`src/rtl/imem_loader_if.sv`:
```
// Host byte stream, core fetch port and instruction-memory port of the loader.
// The controller uses the slave view; the environment (host, core, memory) uses master.
interface imem_loader_if #(
   parameter int ADDR_W = 10
);
   logic              load_start;
   logic              run_start;
   logic [ADDR_W:0]   load_len;
   logic              byte_valid;
   logic [7:0]        byte_data;
   logic              byte_ready;
   logic              fetch_req;
   logic [31:0]       fetch_pc;
   logic              fetch_valid;
   logic [31:0]       fetch_instr;
   logic              fetch_err;
   logic [ADDR_W-1:0] mem_addr;
   logic [31:0]       mem_wdata;
   logic              mem_we;
   logic [31:0]       mem_rdata;
   logic              cpu_hold;
   logic              load_done;

   modport slave (
      input  load_start, run_start, load_len, byte_valid, byte_data,
             fetch_req, fetch_pc, mem_rdata,
      output byte_ready, fetch_valid, fetch_instr, fetch_err,
             mem_addr, mem_wdata, mem_we, cpu_hold, load_done
   );

   modport master (
      output load_start, run_start, load_len, byte_valid, byte_data,
             fetch_req, fetch_pc, mem_rdata,
      input  byte_ready, fetch_valid, fetch_instr, fetch_err,
             mem_addr, mem_wdata, mem_we, cpu_hold, load_done
   );
endinterface

```
`src/rtl/imem_loader_ctrl.sv`:
```
// Instruction-memory owner: loads a program from a host byte stream into memory,
// then releases the core and serves its fetches with one cycle of registered latency.
module imem_loader_ctrl #(
   parameter int          ADDR_W = 10,
   parameter logic [31:0] NOP    = 32'h0000_0013
) (
   input  logic          clk,
   input  logic          reset_n,
   imem_loader_if.slave  bus
);
   localparam logic [1:0] S_IDLE = 2'd0;
   localparam logic [1:0] S_LOAD = 2'd1;
   localparam logic [1:0] S_DONE = 2'd2;
   localparam logic [1:0] S_RUN  = 2'd3;

   localparam logic [ADDR_W:0] DEPTH = {1'b1, {ADDR_W{1'b0}}};
   localparam logic [ADDR_W:0] ONE   = {{ADDR_W{1'b0}}, 1'b1};

   logic [1:0]      r_state, w_state_nxt;
   logic [ADDR_W:0] r_len;
   logic [ADDR_W:0] r_word_cnt;   // words already written
   logic [ADDR_W:0] r_words_rx;   // words fully assembled (written or being written)
   logic [1:0]      r_byte_cnt;
   logic [23:0]     r_acc;
   logic            r_we;
   logic [31:0]     r_wdata;
   logic            r_fvalid, r_ferr;
   logic [31:0]     r_finstr;

   logic            w_start_load, w_byte_ready, w_byte_xfer, w_last_write, w_fault;
   logic [ADDR_W:0] w_len_clamp;

   // Clamping keeps the word address inside the memory, so it never wraps.
   assign w_len_clamp  = (bus.load_len > DEPTH) ? DEPTH : bus.load_len;
   assign w_start_load = bus.load_start && ((r_state == S_IDLE) || (r_state == S_RUN));
   assign w_byte_ready = (r_state == S_LOAD) && (r_words_rx < r_len);
   assign w_byte_xfer  = bus.byte_valid && w_byte_ready;
   assign w_last_write = r_we && ((r_word_cnt + ONE) == r_len);
   assign w_fault      = (|bus.fetch_pc[1:0]) || (|bus.fetch_pc[31:ADDR_W+2]);

   always_comb begin
      w_state_nxt = r_state;
      case (r_state)
         S_IDLE: begin
            if (bus.load_start)     w_state_nxt = S_LOAD;
            else if (bus.run_start) w_state_nxt = S_RUN;
         end
         S_LOAD: if ((r_len == '0) || w_last_write) w_state_nxt = S_DONE;
         S_DONE: w_state_nxt = S_RUN;
         S_RUN:  if (bus.load_start) w_state_nxt = S_LOAD;
         default: w_state_nxt = S_IDLE;
      endcase
   end

   always_ff @(posedge clk or negedge reset_n) begin
      if (!reset_n) r_state <= S_IDLE;
      else          r_state <= w_state_nxt;
   end

   // Load datapath: the accumulator holds bytes 0..2, byte 3 completes the word.
   always_ff @(posedge clk or negedge reset_n) begin
      if (!reset_n) begin
         r_len      <= '0;
         r_word_cnt <= '0;
         r_words_rx <= '0;
         r_byte_cnt <= '0;
         r_acc      <= '0;
         r_we       <= 1'b0;
         r_wdata    <= '0;
      end else begin
         r_we <= w_byte_xfer && (r_byte_cnt == 2'd3);
         if (w_start_load) begin
            r_len      <= w_len_clamp;
            r_word_cnt <= '0;
            r_words_rx <= '0;
            r_byte_cnt <= '0;
            r_acc      <= '0;
         end else if (r_state == S_LOAD) begin
            if (w_byte_xfer) begin
               r_byte_cnt <= r_byte_cnt + 2'd1;
               case (r_byte_cnt)
                  2'd0: r_acc[7:0]   <= bus.byte_data;
                  2'd1: r_acc[15:8]  <= bus.byte_data;
                  2'd2: r_acc[23:16] <= bus.byte_data;
                  default: begin
                     r_wdata    <= {bus.byte_data, r_acc};
                     r_words_rx <= r_words_rx + ONE;
                  end
               endcase
            end
            if (r_we) r_word_cnt <= r_word_cnt + ONE;
         end
      end
   end

   always_ff @(posedge clk or negedge reset_n) begin
      if (!reset_n) begin
         r_fvalid <= 1'b0;
         r_ferr   <= 1'b0;
         r_finstr <= '0;
      end else if ((r_state == S_RUN) && bus.fetch_req) begin
         r_fvalid <= 1'b1;
         r_ferr   <= w_fault;
         r_finstr <= w_fault ? NOP : bus.mem_rdata;
      end else begin
         r_fvalid <= 1'b0;
         r_ferr   <= 1'b0;
      end
   end

   always_comb begin
      bus.mem_addr = '0;
      if (r_state == S_LOAD)
         bus.mem_addr = r_word_cnt[ADDR_W-1:0];
      else if ((r_state == S_RUN) && bus.fetch_req)
         bus.mem_addr = bus.fetch_pc[ADDR_W+1:2];
   end

   assign bus.byte_ready  = w_byte_ready;
   assign bus.mem_we      = r_we;
   assign bus.mem_wdata   = r_wdata;
   assign bus.fetch_valid = r_fvalid;
   assign bus.fetch_err   = r_ferr;
   assign bus.fetch_instr = r_finstr;
   assign bus.cpu_hold    = (r_state != S_RUN);
   assign bus.load_done   = (r_state == S_DONE);
endmodule
```
`src/flat_wrapper.sv`:
```
// flat-port wrapper written by rule: the top's interface ports become plain ports
module imem_loader_ctrl_flat 
#(
   parameter int          ADDR_W = 10,
   parameter logic [31:0] NOP    = 32'h0000_0013
)
  (clk, reset_n, bus_load_start, bus_run_start, bus_load_len, bus_byte_valid, bus_byte_data, bus_fetch_req, bus_fetch_pc, bus_mem_rdata, bus_byte_ready, bus_fetch_valid, bus_fetch_instr, bus_fetch_err, bus_mem_addr, bus_mem_wdata, bus_mem_we, bus_cpu_hold, bus_load_done);
  imem_loader_if #(.ADDR_W(ADDR_W)) bus_i ();
  input  logic clk;
  input  logic reset_n;
  input wire logic [$bits(bus_i.load_start)-1:0] bus_load_start;
  input wire logic [$bits(bus_i.run_start)-1:0] bus_run_start;
  input wire logic [$bits(bus_i.load_len)-1:0] bus_load_len;
  input wire logic [$bits(bus_i.byte_valid)-1:0] bus_byte_valid;
  input wire logic [$bits(bus_i.byte_data)-1:0] bus_byte_data;
  input wire logic [$bits(bus_i.fetch_req)-1:0] bus_fetch_req;
  input wire logic [$bits(bus_i.fetch_pc)-1:0] bus_fetch_pc;
  input wire logic [$bits(bus_i.mem_rdata)-1:0] bus_mem_rdata;
  output wire logic [$bits(bus_i.byte_ready)-1:0] bus_byte_ready;
  output wire logic [$bits(bus_i.fetch_valid)-1:0] bus_fetch_valid;
  output wire logic [$bits(bus_i.fetch_instr)-1:0] bus_fetch_instr;
  output wire logic [$bits(bus_i.fetch_err)-1:0] bus_fetch_err;
  output wire logic [$bits(bus_i.mem_addr)-1:0] bus_mem_addr;
  output wire logic [$bits(bus_i.mem_wdata)-1:0] bus_mem_wdata;
  output wire logic [$bits(bus_i.mem_we)-1:0] bus_mem_we;
  output wire logic [$bits(bus_i.cpu_hold)-1:0] bus_cpu_hold;
  output wire logic [$bits(bus_i.load_done)-1:0] bus_load_done;
  assign bus_i.load_start = bus_load_start;
  assign bus_i.run_start = bus_run_start;
  assign bus_i.load_len = bus_load_len;
  assign bus_i.byte_valid = bus_byte_valid;
  assign bus_i.byte_data = bus_byte_data;
  assign bus_i.fetch_req = bus_fetch_req;
  assign bus_i.fetch_pc = bus_fetch_pc;
  assign bus_i.mem_rdata = bus_mem_rdata;
  assign bus_byte_ready = bus_i.byte_ready;
  assign bus_fetch_valid = bus_i.fetch_valid;
  assign bus_fetch_instr = bus_i.fetch_instr;
  assign bus_fetch_err = bus_i.fetch_err;
  assign bus_mem_addr = bus_i.mem_addr;
  assign bus_mem_wdata = bus_i.mem_wdata;
  assign bus_mem_we = bus_i.mem_we;
  assign bus_cpu_hold = bus_i.cpu_hold;
  assign bus_load_done = bus_i.load_done;
  imem_loader_ctrl #(.ADDR_W(ADDR_W), .NOP(NOP)) u_core (.clk(clk), .reset_n(reset_n), .bus(bus_i));
endmodule
```
`config.mk`:
```
export PLATFORM = sky130hd
export DESIGN_NAME = imem_loader_ctrl_flat
export DESIGN_NICKNAME = d
export VERILOG_FILES = /design/src/rtl/imem_loader_if.sv /design/src/rtl/imem_loader_ctrl.sv /design/src/flat_wrapper.sv
export SDC_FILE = /design/constraint.sdc
export NUM_CORES = 1
export LEC_CHECK = 0
export ABC_AREA = 0
export CAP_MARGIN = 20
export CORE_MARGIN = 2
export CORE_UTILIZATION = 44
export DETAILED_ROUTE_END_ITERATION = 7
export PLACE_DENSITY_LB_ADDON = 0.3
export SLEW_MARGIN = 20
export SYNTH_ARGS = -nofsm -noshare
export SYNTH_HDL_FRONTEND = slang
export SYNTH_SLANG_ARGS = --single-unit
```
`constraint.sdc`:
```
create_clock -name clk -period 2.5 [get_ports clk]
set_input_delay 0.25 -clock clk [delete_from_list [all_inputs] [get_ports clk]]
set_output_delay 0.25 -clock clk [all_outputs]
set_load 0.03 [all_outputs]
```
==> run_results.csv, run 1 <==
group,metric,value,unit
floorplan,coreArea,14370,um2
clocking,cts_tree,"built",
placement,io_buffers,168,
worst_setup_path,slowest_stage,"dfrtp_1",
global_routing,gr-total-overflow,0,
logic_synthesis,yosys_register_bits,128,
sta,fin_crit,2.394,ns
logic_synthesis,synthTopCellsByCount,"140 x nand2_1, 128 x dfrtp_1, 79 x o21ai_0",
floorplan,start_util,0.4464,
global_routing,grt_usage,0.2189,
sta,fin_crit_sh,0.9578,
routing,drtPass1Iterations,5,
pwr,total_leakage_power,3.876,nW
worst_setup_path,worstSetupPathType,"flop to output port",
logic_synthesis,syn-num-nets,765,
logic_synthesis,synth_ff_type,"dfrtp_1",
min_path,min_path_type,"primary input to async pin",
worst_setup_path,cp-start-kind,"flop",
clocking,htree_levels,4,
pwr,internal_power,5.058,mW
logic_synthesis,synthCells,654,
layout,antennaDiodeCount,0,
sta,setup_viol,0,
floorplan,die_area,15560,um2
sta,fin_setup_tns,0,ns
worst_setup_path,end_kind,"output port",
sta,tightest_slew,0.5595,ns
global_routing,grt_start_max_net_pins,82,
pwr,p_total,7.959,mW
layout,fin_nets,942,
outcome,status,"finished clean",
logic_synthesis,yosysWarningCount,0,
logic_synthesis,syn_area,6414,um2
routing,ant_nets,0,
worst_setup_path,worstPathRequired,2.25,ns
worst_setup_path,worstPathCellList,"ha_1, nor2b_1, o21ai_1, o2111ai_2, buf_6, a21oi_4, buf_12",
pwr,peakVddDrop,0.6244,mV
floorplan,ios,169,
job,drv_cap,0,
placement,dpl-instance-area,8376,um2
pwr,seq_power_share,0.337,
logic_synthesis,synth.most_common_cell,"nand2_1",
clocking,clk_pin_slew_worst_paths,0.06,ns
logic_synthesis,yosysTopAreaCellShare,0.4994,
layout,layout-drive-gt1-share,0.1352,
logic_synthesis,ys_types,47,
routing,initialDrtViolationCount,399,
routing,viasPerCell,5.330,
floorplan,dieWidth,124.7,um
layout,utilization,0.6257,
clocking,clockBufferDepth,2,
worst_setup_path,path_buf_inv,2,
worst_setup_path,r2r-start,"u_core.r_words_rx[9]",
placement,gp_congestion,0.9137,
layout,syn_to_final_growth,40.17,%
sta,report.final.slew_viol_count,0,
clocking,clock_latency,0.42,ns
pwr,switching_power,2.901,mW
logic_synthesis,synth_edf_count,0,
global_routing,grt_pass1_vias,5553,
logic_synthesis,async_reset_ff_frac,1.000,
routing,vias,5474,
logic_synthesis,synth-seq-area-share,0.4994,
routing,wirelength,16.71,mm
clocking,clockRootBuffer,"clkbuf_16",
logic_synthesis,syn_area_per_cell,9.807,um2
floorplan,dieHeight,124.7,um
pwr,power_frac_comb,0.369,
worst_setup_path,startpoint,"u_core.r_words_rx[9]",
global_routing,antenna_found_initial,0,
pwr,clkPwrFrac,0.294,
pwr,power.density,885.3,nW/um2
sta,timing.fmax,0.4176,GHz
routing,remaining_drc_errors,0,
worst_setup_path,cp_top_family,"compound AO/OA/AOI/OAI gates",
pwr,p_sw_frac,0.3645,
clocking,cts_buffers,17,
worst_setup_path,critPathMaxStageDelay,0.42,ns
clocking,clock-sinks,128,
worst_setup_path,cp_max_fo,6,
logic_synthesis,yosys.area.top_type,"dfrtp_1",
layout,stdcell_area,8990,um2
worst_setup_path,cp.arrival,2.14,ns
sta,fin_worst_skew,0.006465,ns
sta,hold_viol_final,0,
global_routing,grt_pass1_wl,27.58,mm
placement,dp_hpwl,12.01,mm
routing,wl_per_cell,16.27,um
floorplan,num_rows,44,
logic_synthesis,synthTopCellsByArea,"dfrtp_1 50%, nand2_1 8.2%, mux2_4 7.0%",
sta,max_slew_margin,0.6270,
-- metrics by stage --
stage	setup WS, ns	instances	hold WS, ns
final	0.1056	1027	0.2239
after global routing	-0.01167	1027	0.2353
after CTS	0.03632	1024	0.2115
after detailed placement	0.1033	992	0.1165
after global placement	0.1477	992	0.1142
after floorplan	-0.01306	654	-0.04559
-- power groups by stage --
| stage | logic, mW | registers, mW | clock network, mW |
|---|---|---|---|
| after floorplan | 1.50 | 2.92 | 0 |
| after global placement | 2.79 | 2.70 | 0 |
| after detailed placement | 2.87 | 2.72 | 0 |
| after CTS | 2.90 | 2.69 | 2.38 |
| after global routing | 3.19 | 2.73 | 2.48 |
| final | 2.94 | 2.68 | 2.34 |
-- cells by family (layout without fill, tap and decap cells) --
kind of cell             count (synthesis)  in the layout  share of synthesized area
AO/OA/AOI/OAI                          130            130                     0.1171
multiplexers                            41             41                    0.08798
flip-flops                             128            128                     0.4994
AND/OR/NAND/NOR                        254            254                     0.1785
adder cells (fa/ha/maj)                 22             22                    0.04292
buffers and inverters                   55            244                    0.04136
XOR/XNOR                                24             24                    0.03278
-- final cells by class --
| cell class | instances | area [um2] |
|---|---|---|
| Multi-Input combinational cell | 471 | 2990 |
| Clock inverter | 12 | 112.6 |
| Fill cell | 1155 | 5379 |
| Tap cell | 184 | 230.2 |
| Clock buffer | 19 | 452.9 |
| Sequential cell | 128 | 3203 |
| Timing Repair Buffer | 194 | 1928 |
| Inverter | 19 | 72.57 |
-- timing repair --
action | in CTS | in global routing
endpoints found under the hold margin | 13 | 0
setup buffers | 0 | 3
hold buffers | 1 | 0
setup endpoints to repair | 11 | 6
gates resized for setup | 13 | 3
pin swaps | 0 | 3
-- path summary, 6_finish.rpt --
| kind | cells past startpoint | slack (ns) | endpoint |
|---|---|---|---|
| min in group clk | 3 | 0.37 | u_core.bus.fetch_instr[14] |
| worst max register to register | 8 | 0.12 | u_core.r_words_rx[10] |
| worst min-delay path | 2 | 0.22 | u_core.bus.mem_wdata[12] |
| max in group asynchronous | 3 | 1.59 | u_core.bus.fetch_valid |
| worst max-delay path | 7 | 0.11 | bus_byte_ready |
| worst min register to register | 2 | 0.47 | u_core.bus.fetch_instr[0] |
-- layout by cell type (no fill, tap or decap), types with 20 or more instances in the layout --
master and instances:
nor2_1 25, mux2_4 30, ha_1 21, nand3_1 35, dfrtp_1 128, a21oi_1 20
o21ai_0 79, clkdlybuf4s50_1 156, nand2_1 139, buf_4 21
-- flip-flops by register name, indices dropped and copies added (netlist names) --
signal,flops
u_core.r_byte_cnt,2
u_core.bus.fetch_instr,32
u_core.r_state,2
u_core.r_acc,24
u_core.r_words_rx,11
u_core.r_len,11
u_core.bus.mem_we,1
u_core.bus.fetch_valid,1
u_core.r_word_cnt,11
u_core.bus.mem_wdata,32
u_core.bus.fetch_err,1
-- routing by layer --
layer | global-route usage | wire length (um) | vias to the layer above
met1 | 0.2652 | 7003 | 2705
met5 | 0 | 0 | -
met4 | 0.07733 | 352 | 0
met3 | 0.05026 | 595 | 29
met2 | 0.3822 | 8758 | 133
li1 | - | - | 2607
(Power assumes the default switching activity.)
==> run 2, diff against run 1 <==
Settings changed: PLACE_DENSITY set to 0.77, PLACE_DENSITY_LB_ADDON 0.3 to not set.
==> run_results.csv, run 2 (synthesis gave the netlist of run 1 again) <==
group,metric,value,unit
outcome,status,"finished clean",
routing,viasPerCell,5.183,
worst_setup_path,reg2reg_setup_slack,0.12,ns
layout,antennaDiodeCount,0,
sta,report.final.slew_viol_count,0,
global_routing,grt_start_max_net_pins,59,
layout,layout-drive-gt1-share,0.1344,
floorplan,num_rows,44,
routing,remaining_drc_errors,0,
floorplan,coreArea,14370,um2
layout,syn_to_final_growth,40.95,%
routing,drtPass1Iterations,5,
sta,setup_viol,0,
job,drv_cap,0,
clocking,cts_tree,"built",
floorplan,die_area,15560,um2
routing,drt-met1-wl,7.529,mm
placement,dpl-instance-area,8368,um2
clocking,clk_pin_slew_worst_paths,0.06,ns
worst_setup_path,cp-start-kind,"flop",
global_routing,gr-total-overflow,0,
global_routing,grt_usage,0.2174,
sta,fin_crit_sh,0.9569,
pwr,p_total,8.121,mW
sta,timing.fmax,0.4180,GHz
layout,utilization,0.6291,
worst_setup_path,critPathMaxStageDelay,0.43,ns
placement,dp_hpwl,11.74,mm
min_path,min_path_type,"primary input to async pin",
global_routing,grt_pass1_vias,5305,
floorplan,ios,169,
clocking,htree_levels,4,
worst_setup_path,cp_max_fo,24,
sta,max_slew_margin,0.6176,
clocking,clock_latency,0.42,ns
routing,highest_layer,"met4",
routing,ant_nets,0,
clocking,clockRootBuffer,"clkbuf_16",
floorplan,dieHeight,124.7,um
sta,fin_crit,2.392,ns
worst_setup_path,cp.arrival,2.14,ns
floorplan,start_util,0.4464,
worst_setup_path,worstSetupPathType,"flop to output port",
sta,hold_viol_final,0,
worst_setup_path,worstPathRequired,2.25,ns
routing,initialDrtViolationCount,340,
global_routing,antenna_found_initial,0,
worst_setup_path,end_kind,"output port",
layout,fin_cells,1032,
routing,wl_met3,771,um
routing,met2_wirelength,7.999,mm
pwr,peakVddDrop,0.5275,mV
worst_setup_path,path_buf_inv,3,
floorplan,dieWidth,124.7,um
clocking,clock-sinks,128,
worst_setup_path,worstPathCellList,"inv_1, ha_1, buf_4, nand2_1, o21ai_0, dlygate4sd2_1",
routing,wl_per_cell,16.12,um
routing,wirelength,16.64,mm
sta,rsz0062_at_grt,"no",
clocking,postCtsSetupBuffers,0,
clocking,cts_buffers,17,
worst_setup_path,cp_top_family,"buffers and inverters",
sta,fin_worst_skew,0.01139,ns
layout,fin_nets,946,
placement,io_buffers,168,
layout,final_cell_mix,"156 x clkdlybuf4s50_1, 139 x nand2_1, 128 x dfrtp_1, 79 x o21ai_0, 35 x nand3_1",
sta,tightest_slew,0.5736,ns
sta,hold_slack,0.3043,ns
placement,gp_congestion,0.8491,
worst_setup_path,slowest_stage,"dlygate4sd2_1",
clocking,clockBufferDepth,2,
pwr,power.density,898.3,nW/um2
layout,stdcell_area,9040,um2
layout,final_common_cell,"clkdlybuf4s50_1",
global_routing,grt_pass1_wl,27.28,mm
routing,vias,5349,
pwr,total_leakage_power,3.910,nW
placement,dp.cells,998,
==> run 2: cell types whose count changed in the layout (fill, tap and decap cells not counted), sizes merged <==
cell	delta
inv	+7
buf	+3
clkinv	-6
clkbuf	-1
bufinv	+2
==> run 2: per-stage QoR <==
| step | setup slack [ns] | setup TNS (ns) |
|---|---|---|
| finish | 0.1076 | 0 |
| global route | 0.00006861 | 0 |
| CTS | 0.02151 | 0 |
| detailed placement | 0.1036 | 0 |
| global placement | 0.1793 | 0 |
| floorplan | -0.01306 | -0.3919 |
==> run 2: final timing paths <==
| kind | startpoint | end | cells past startpoint |
|---|---|---|---|
| worst max-delay path | u_core.r_state[1] | bus_mem_addr[0] | 6 |
| worst min-delay path | reset_n | u_core.bus.fetch_instr[26] | 2 |
| worst max register to register | u_core.r_len[1] | u_core.bus.mem_wdata[1] | 9 |
| worst min register to register | u_core.bus.fetch_instr[4] | u_core.bus.fetch_instr[4] | 2 |
| max in group asynchronous | reset_n | u_core.r_acc[6] | 3 |
| min in group clk | bus_mem_rdata[17] | u_core.bus.fetch_instr[17] | 3 |
==> run 2: timing repair <==
item	CTS	global route
gates resized for setup	10	6
pin swaps	0	2
setup endpoints to repair	10	3
hold endpoints to repair	28	0
hold buffers	1	0
gates cloned	0	1
==> run 2: layout make-up <==
type	count	area [um2]
clock inverter	15	197.7
fill	1123	5329
timing repair buffer	198	1942
clock buffer	17	425.4
tap	184	230.2
sequential	128	3203
multi-input combinational	471	2970
inverter	19	71.32
==> run 2: metal layers <==
layer | vias to the layer above | global-route usage
li1 | 2604 | -
met1 | 2562 | 0.2918
met2 | 155 | 0.3497
met3 | 28 | 0.04854
met4 | 0 | 0.07403
met5 | - | 0
==> run 2: power by group <==
part | switching (mW) | internal (mW)
clock | 1.02 | 1.60
combinational | 1.68 | 1.14
sequential | 0.254 | 2.42
total | 2.95 | 5.17
==> run 3, diff against run 2 <==
Settings changed: ABC_AREA 0 to not set, SKIP_CTS_REPAIR_TIMING set to 1.
==> run_results.csv, run 3 (synthesis gave the netlist of run 1 again) <==
group,metric,value,unit
placement,pre_cts_slack,0.1036,ns
global_routing,antenna_found_initial,0,
floorplan,num_rows,44,
clocking,cts_tree,"built",
sta,fin_setup_tns,0,ns
pwr,p_total,8.139,mW
placement,dpl-instance-area,8368,um2
pwr,power.density,896.6,nW/um2
floorplan,dieWidth,124.7,um
sta,max_slew_margin,0.6190,
routing,ant_nets,0,
clocking,clockRootBuffer,"clkbuf_16",
global_routing,gr-total-overflow,0,
worst_setup_path,end_kind,"flop",
routing,viasPerCell,5.210,
worst_setup_path,worstPathRequired,2.80,ns
clocking,htree_levels,4,
global_routing,grt_pass1_vias,5305,
clocking,clockBufferDepth,2,
pwr,total_leakage_power,4.043,nW
global_routing,grt_pass1_wl,27.28,mm
min_path,min_path_type,"primary input to async pin",
clocking,clock-sinks,128,
layout,fin_cells,1032,
layout,final_cell_mix,"156 x clkdlybuf4s50_1, 139 x nand2_1, 128 x dfrtp_1, 79 x o21ai_0, 35 x nand3_1",
placement,dp.cells,998,
sta,report.final.slew_viol_count,0,
routing,vias,5377,
placement,io_buffers,168,
job,drv_cap,0,
worst_setup_path,cp.arrival,2.69,ns
worst_setup_path,cp-start-kind,"flop",
outcome,status,"finished clean",
sta,setup_viol,0,
worst_setup_path,rr_worst_depth,9,
clocking,clk_pin_slew_worst_paths,0.06,ns
pwr,seq_power_share,0.329,
layout,fin_nets,946,
floorplan,ios,169,
sta,worst_slack,0.1148,ns
sta,fin_crit,2.385,ns
layout,stdcell_area,9077,um2
global_routing,grt_usage,0.2174,
sta,hold_slack,0.3059,ns
sta,rsz0062_at_grt,"no",
layout,utilization,0.6317,
routing,wl_per_cell,16.19,um
pwr,switching_power,2.957,mW
pwr,power_frac_comb,0.349,
routing,wirelength,16.70,mm
worst_setup_path,worstSetupPathType,"flop to flop",
layout,final_common_cell,"clkdlybuf4s50_1",
floorplan,dieHeight,124.7,um
routing,remaining_drc_errors,0,
pwr,internal_power,5.182,mW
sta,hold_viol_final,0,
sta,tightest_slew,0.5715,ns
placement,gp_congestion,0.8491,
global_routing,grt_start_max_net_pins,59,
placement,dp_hpwl,11.74,mm
sta,fin_worst_skew,0.01159,ns
layout,layout-drive-gt1-share,0.1344,
routing,initialDrtViolationCount,350,
pwr,peakVddDrop,0.5250,mV
routing,drtPass1Iterations,5,
floorplan,coreArea,14370,um2
layout,antennaDiodeCount,0,
clocking,cts_buffers,17,
floorplan,die_area,15560,um2
sta,fin_crit_sh,0.9541,
pwr,p_sw_frac,0.3633,
layout,syn_to_final_growth,41.53,%
worst_setup_path,cp_max_fo,16,
pwr,clkPwrFrac,0.322,
sta,timing.fmax,0.4193,GHz
floorplan,start_util,0.4464,
clocking,clock_latency,0.42,ns
[run 3: cell count changes in the layout (fill, tap and decap cells not counted)]
cell            change
dlymetal6s2s_1     +10
dlygate4sd2_1      -10
[run 3: power groups by stage]
stage | logic [mW] | registers [mW] | clock network (mW)
floorplan | 1.50 | 2.92 | 0
global placement | 2.75 | 2.70 | 0
detailed placement | 2.78 | 2.71 | 0
CTS | 2.81 | 2.68 | 2.65
global route | 3.11 | 2.72 | 2.74
finish | 2.84 | 2.68 | 2.62
[run 3: cell type report]
cell class | instances | area [um2]
flip-flops and latches | 128 | 3203
clock buffers | 17 | 425.4
multi-input cells | 471 | 2970
well taps | 184 | 230.2
repair buffers | 198 | 1979
clock inverters | 15 | 197.7
fillers | 1114 | 5291
inverters | 19 | 71.32
[run 3: final timing paths]
check / from / endpoint / slack, ns
min in group clk: bus_mem_rdata[17] / u_core.bus.fetch_instr[17] / 0.37
max in group asynchronous: reset_n / u_core.r_acc[6] / 1.45
worst max register to register: u_core.r_len[1] / u_core.bus.mem_wdata[1] / 0.11
worst max-delay path: u_core.r_len[1] / u_core.bus.mem_wdata[1] / 0.11
worst min register to register: u_core.bus.fetch_instr[4] / u_core.bus.fetch_instr[4] / 0.47
worst min-delay path: reset_n / u_core.bus.fetch_instr[26] / 0.31
[run 3: critical path: stages (launching register included)]
cell and delay [ns]:
dfrtp_1 0.38, inv_1 0.07, ha_1 0.28, a21o_1 0.17, a21oi_2 0.15, o21ai_2 0.16
a211oi_4 0.25, and3_4 0.26, buf_12 0.19, mux2_2 0.35
[run 3: routing by layer]
| metal | vias to the layer above | track usage | routed length, um | part of all wire |
|---|---|---|---|---|
| met5 | - | 0 | 0 | 0 |
| met4 | 0 | 0.07403 | 359 | 0.021 |
| met3 | 27 | 0.04854 | 707 | 0.042 |
| met2 | 146 | 0.3497 | 8025 | 0.48 |
| met1 | 2599 | 0.2918 | 7612 | 0.46 |
| li1 | 2605 | - | - | - |
